### src/rtl/hea_gf_mul_seq.sv
// Iterative GF(2^W) multiplier with a programmable reduction polynomial.
// Consumes DIGIT multiplier bits per cycle, MSB first (Horner scheme), so a
// product takes W/DIGIT cycles in RUN. valid/ready handshakes on both sides;
// one operation in flight at a time.
module hea_gf_mul_seq #(
   parameter int           W     = 8,
   parameter logic [W:0]   POLY  = 'h11B,
   parameter int           DIGIT = 1
) (
   input  logic         clk,
   input  logic         rst_n,
   input  logic         clr,
   input  logic         in_valid,
   output logic         in_ready,
   input  logic [W-1:0] a,
   input  logic [W-1:0] b,
   output logic         out_valid,
   input  logic         out_ready,
   output logic [W-1:0] p
);

   localparam int N  = W / DIGIT;
   localparam int CW = (N > 1) ? $clog2(N) : 1;
   localparam logic [CW-1:0] LAST = CW'(N - 1);

   generate
      if ((W < 2) || (DIGIT < 1) || (W % DIGIT != 0) || (POLY[W] != 1'b1)) begin : g_bad_params
         $error("hea_gf_mul_seq: need W>=2, W%%DIGIT==0 and POLY[W]==1");
      end
   endgenerate

   typedef enum logic [1:0] {
      S_IDLE = 2'd0,
      S_RUN  = 2'd1,
      S_DONE = 2'd2
   } state_t;

   state_t          state_q, state_d;
   logic [W-1:0]    acc_q, acc_d;
   logic [W-1:0]    a_q, a_d;
   logic [W-1:0]    b_q, b_d;
   logic [W-1:0]    p_q, p_d;
   logic [CW-1:0]   cnt_q, cnt_d;
   logic [W-1:0]    step;

   // One Horner digit: for each bit (MSB first) multiply acc by x modulo
   // POLY, then add the multiplicand when the multiplier bit is set.
   function automatic logic [W-1:0] digit_step(input logic [W-1:0] acc,
                                               input logic [W-1:0] mc,
                                               input logic [DIGIT-1:0] bits);
      logic [W-1:0] r;
      r = acc;
      for (int i = DIGIT - 1; i >= 0; i--) begin
         r = {r[W-2:0], 1'b0} ^ (r[W-1] ? POLY[W-1:0] : '0);
         if (bits[i]) r = r ^ mc;
      end
      return r;
   endfunction

   assign in_ready  = (state_q == S_IDLE);
   assign out_valid = (state_q == S_DONE);
   assign p         = p_q;

   // Next-state and datapath update; clr overrides every other event.
   always_comb begin
      state_d = state_q;
      acc_d   = acc_q;
      a_d     = a_q;
      b_d     = b_q;
      p_d     = p_q;
      cnt_d   = cnt_q;
      step    = digit_step(acc_q, a_q, b_q[W-1 -: DIGIT]);
      if (clr) begin
         state_d = S_IDLE;
         acc_d   = '0;
         cnt_d   = '0;
         p_d     = '0;
      end else begin
         case (state_q)
            S_IDLE: begin
               if (in_valid) begin
                  a_d     = a;
                  b_d     = b;
                  acc_d   = '0;
                  cnt_d   = '0;
                  state_d = S_RUN;
               end
            end
            S_RUN: begin
               acc_d = step;
               b_d   = b_q << DIGIT;
               cnt_d = cnt_q + 1'b1;
               if (cnt_q == LAST) begin
                  p_d     = step;
                  cnt_d   = '0;
                  state_d = S_DONE;
               end
            end
            S_DONE: begin
               if (out_ready) state_d = S_IDLE;
            end
            default: state_d = S_IDLE;
         endcase
      end
   end

   // State and datapath registers with asynchronous clear.
   always_ff @(posedge clk or negedge rst_n) begin
      if (!rst_n) begin
         state_q <= S_IDLE;
         acc_q   <= '0;
         a_q     <= '0;
         b_q     <= '0;
         p_q     <= '0;
         cnt_q   <= '0;
      end else begin
         state_q <= state_d;
         acc_q   <= acc_d;
         a_q     <= a_d;
         b_q     <= b_d;
         p_q     <= p_d;
         cnt_q   <= cnt_d;
      end
   end

endmodule

### config.mk
export PLATFORM = sky130hd
export DESIGN_NAME = hea_gf_mul_seq
export DESIGN_NICKNAME = d
export VERILOG_FILES = /design/src/rtl/hea_gf_mul_seq.sv
export SDC_FILE = /design/constraint.sdc
export NUM_CORES = 1
export LEC_CHECK = 0
export BUFFER_PORTS_ARGS = -buffer_cell sky130_fd_sc_hd__buf_4
export CORE_ASPECT_RATIO = 0.7
export CORE_MARGIN = 2
export CORE_UTILIZATION = 58
export CTS_CLUSTER_SIZE = 30
export DETAILED_ROUTE_END_ITERATION = 10
export PLACE_DENSITY = 0.83
export REMOVE_ABC_BUFFERS = 1
export SLEW_MARGIN = 20
export SYNTH_ARGS = -nofsm -noshare
export SYNTH_HDL_FRONTEND = slang
export SYNTH_SLANG_ARGS = --single-unit
### constraint.sdc
create_clock -name clk -period 4.6 [get_ports clk]
set_input_delay 0.46 -clock clk [delete_from_list [all_inputs] [get_ports clk]]
set_output_delay 0.46 -clock clk [all_outputs]
set_load 0.03 [all_outputs]
# Word-level counts from Yosys, hierarchy flattened
# Index checks and enable logic that the tools add are counted.
[classes]
n_addsub = 1
multipliers = 0
div = 0
magnitude_cmp = 0
eq_ne = 7
n_shift = 0
muxes = 19
bitwise_logic = 3
reduce_logical = 10
[ops]
columns = ["op", "n"]
rows = [
  ["$mux W8", 7],
  ["$pmux W8 S2", 2],
  ["$mux W3", 3],
  ["$reduce_and A3 Y1", 3],
  ["$mux W2", 4],
  ["$xor A8 B5 Y8", 1],
  ["$xor A8 B8 Y8", 1],
  ["$ne A3 B3 Y1 const B", 2],
  ["$pmux W2 S3", 1],
  ["$pmux W3 S2", 1],
  ["$reduce_bool A2 Y1", 3],
  ["$mux W5", 1],
  ["$reduce_and A2 Y1", 2],
  ["$add A3 B1 Y3 const B", 1],
  ["$eq A3 B3 Y1 const B", 1],
  ["$ne A3 B2 Y1 const B", 1],
  ["$reduce_bool A3 Y1", 1],
  ["$eq A2 B1 Y1 const B", 1],
  ["$eq A2 B2 Y1 const B", 1],
  ["$logic_not A2 Y1", 1],
  ["$ne A2 B2 Y1 const B", 1],
  ["$not A1 Y1", 1],
]
[totals]
register_bits = 37
latch_bits = 0
ramBits = 0
mem_bits_ro = 0
in_bits = 21
output_inout_bits = 10
memories = 0

# Depth between registers and ports, before layout
[depth]
word_depth = 7
ltp_mapped = 7
ltp_nobuf = 5

# Worst setup path after synthesis
# OpenSTA, ideal clock, no wires.
[synth_timing]
path_kind = "register to register"
from = "reg state_q[1]"
to = "reg b_q[1]"
t_arrival_ps = 1343
setup_slack_ps = 3133
path_stages_with_launch = 6
path_buffers = 2
cell_sequence = "dfrtp_1 > buf_4 > nor2b_1 > buf_2 > mux2_2 > mux2_2"
[synth_via]
elab_chain_len = 3
[synth_lines]
columns = ["item", "line", "source"]
rows = [
  ["start: declaration", "38", "state_t state_q, state_d;"],
  ["start signal: assignment", "117", "state_q <= state_d;"],
  ["$eq A2 B1 Y1 / $logic_not A2 Y1 (equally long branches)", "79", "case (state_q)"],
  ["$reduce_bool A2 Y1 (no source line) / $ne A2 B2 Y1 (equally long branches)", "--", ""],
  ["$reduce_and A3 Y1 (no source line)", "--", ""],
  ["end signal: assignment", "113", "b_q <= '0;"],
  ["end signal: assignment", "120", "b_q <= b_d;"],
  ["end: declaration", "41", "logic [W-1:0] b_q, b_d;"],
]
# Several ways; a longest one is shown, not always the timed one.
# A chain may end at the register's enable or synchronous reset.

# Worst setup path after layout
[layout_timing]
from = "reg state_q[0]"
to = "reg b_q[2]"
# The elaborated chain is that of the path after synthesis.

==> flow_summary.ini <==
[global_routing]
grt.met2_usage_pct = 33.3
grt_max_degree = 38
gr-total-overflow = 0
grt.met1_usage_pct = 32.2
grt_pass1_vias = 1133
grt_use_total_pct = 22.4
grt_pass1_wl_um = 5500
grt.busiest_layer = met2
antenna_found_initial = 0
met3_usage_pct = 5.77

[drt]
wl_um = 3290
dr.pass1.iters = 4
drt_iter0_drc = 83
ant_nets = 0
vias = 1113
wl_per_cell_um = 16.4
drc_errors = 0
viasPerCell = 5.57

[sta]
skew_ns = 0.0114
fmax_ghz = 0.546
maxSlewHeadroom_pct = 52.1
drv_slew = 0
setup_viol = 0
final.setup.tns_ns = 0
rsz0062_at_grt = false
timing.final.crit_share_pct = 39.8
max_slew.worst_pin.slew_ns = 0.716
period_minus_slack_ns = 1.83
finalHoldViolations = 0

[setup_path]
slowest_stage = nor2b_1
crit_top_cell = mux2_2
setup.worst_path.start_class = flop
endpoint_kind = flop
crit_path_cell_trace = nor2b_1 -> mux2_2 -> mux2_2
worstPathArrival_ns = 2.00
worstPathRequired_ns = 4.77
cp_slowest_stage_delay_ns = 0.55
cp_max_fo = 8
criticalPathCategory = reg -> reg

[floorplanning]
core.rowCount = 16
die_area_um2 = 3390
die_w_um = 68.7
ios = 31
initial_core_util_pct = 60.7
dieHeight_um = 49.3
placeableCoreArea_um2 = 2800

[clocking]
cts_max_path_buffers = 2
clk_latency_ns = 0.29
cts_htree_levels = 2
cts_buffers = 5
clk_pin_slew_ns = 0.08
clockRootBuffer = clkbuf_8
cts_tree = done
cts_resized = 0
cts_num_sinks = 37
holdBufCountCts = 0
cts_setup_buffers = 0

[hold_path]
hp-class = in -> async

[final_layout]
synthToLayoutAreaGrowth_pct = 19.1
final_cell_mix = dfrtp_1, buf_4, mux2_2, nor2_1, nand2_1
fin_nets = 186
final_core_util_pct = 72.3
final_common_cell = dfrtp_1
final_cells = 200
antenna_cells = 0
drive_above_1_share_pct = 39.6

[placement]
dp_cells = 192
port_buffers = 30
dpl.hpwl_um = 2340
gp_congestion = 0.807

[run]
cap_violations = 0

[synth]
ys_seq_area_share_pct = 54.5
postSynthCellCount = 135
syn-mean-instance-area_um2 = 12.6
ys_types = 26
yosysWarnings = 0
ys_ff_latch = 37
syn-cell-area_um2 = 1700

[pwr]
power.leakage_nw = 0.929
p_per_area_nw_per_um2 = 392
ir_worst_vdd_mv = 0.243

[run_status]
outcome = complete, no violations
## worst max-delay path, delay by kind of cell, from the launching register on
kind,cells,cell delay (ns)
mux,2,0.67
simple gates,1,0.55
flops,1,0.50
## where the power goes
part / leakage [nW] / internal (mW) / switching (mW)
Clock: 0.0542 / 0.135 / 0.115
Sequential: 0.479 / 0.367 / 0.0308
Combinational: 0.396 / 0.0763 / 0.0684
## logic make-up (layout without fill, tap and decap cells)
group / count (synthesis) / after routing / share of synthesized area (%)
simple gates: 30 / 30 / 10.4
fa+ha+maj: 2 / 2 / 1.47
flops: 37 / 37 / 54.5
mux: 23 / 23 / 15.2
xor+xnor: 11 / 11 / 5.67
compound gates: 21 / 21 / 9.64
buf+inv: 11 / 40 / 3.16
## area by class of cell
type / instances / area, µm²
tap: 36 / 45.0
clock buffer: 7 / 96.3
inverter: 2 / 7.51
sequential: 37 / 926
clock inverter: 1 / 5.00
timing repair buffer: 30 / 225
multi-input combinational: 87 / 721
fill: 201 / 777
## worst paths after layout
check,start,end,slack (ns),cells after the start
worst max-delay path,state_q[0],b_q[2],2.77,3
worst min-delay path,rst_n,b_q[3],0.12,1
worst max register to register,state_q[0],b_q[2],2.77,3
worst min register to register,cnt_q[1],cnt_q[1],0.51,1
max in group asynchronous,rst_n,a_q[4],4.15,1
min in group clk,b[0],b_q[0],0.38,3
## routing by layer
| metal | routed length (µm) | part of all wire (%) |
|---|---|---|
| met1 | 1520 | 46 |
| met2 | 1530 | 47 |
| met3 | 191 | 5.8 |
| met4 | 40 | 1.2 |
| met5 | 0 | 0 |
## synthesized netlist by cell type
cell type	instances	area, µm²
a211oi_1	5	37.5
a21oi_1	1	5.00
a22o_1	2	17.5
and3b_1	1	8.76
buf_2	4	20.0
buf_4	2	15.0
clkbuf_1	3	11.3
dfrtp_1	37	926
ha_1	2	25.0
inv_1	2	7.51
mux2_2	23	259
nand2_1	9	33.8
nand2b_1	4	25.0
nor2_1	9	33.8
nor2b_1	2	12.5
nor3_4	1	16.3
nor3b_1	1	7.51
nor4b_4	1	23.8
o21ai_0	1	5.00
o21ba_2	1	10.0
o22ai_1	3	18.8
o2bb2ai_1	8	70.1
or2_2	1	6.26
or3b_1	1	8.76
xnor2_1	6	52.6
xor2_1	5	43.8
## per-stage QoR
stage	instance area (µm²)	power [mW]	worst slack [ns]	hold WS, ns
4_1_cts	2030	0.796	2.77	0.135
3_5_place_dp	1920	0.550	2.74	0.444
6_report	2030	0.793	2.77	0.118
5_1_grt	2030	0.832	2.65	0.153
3_3_place_gp	1920	0.539	2.82	0.435
2_1_floorplan	1650	0.496	2.98	0.164
## sequential cells by signal (all words and copies together), names as in the netlist
name / cells
a_q: 8
acc_q: 8
b_q: 8
p: 8
cnt_q: 3
state_q: 2
(Power assumes the default switching activity.)
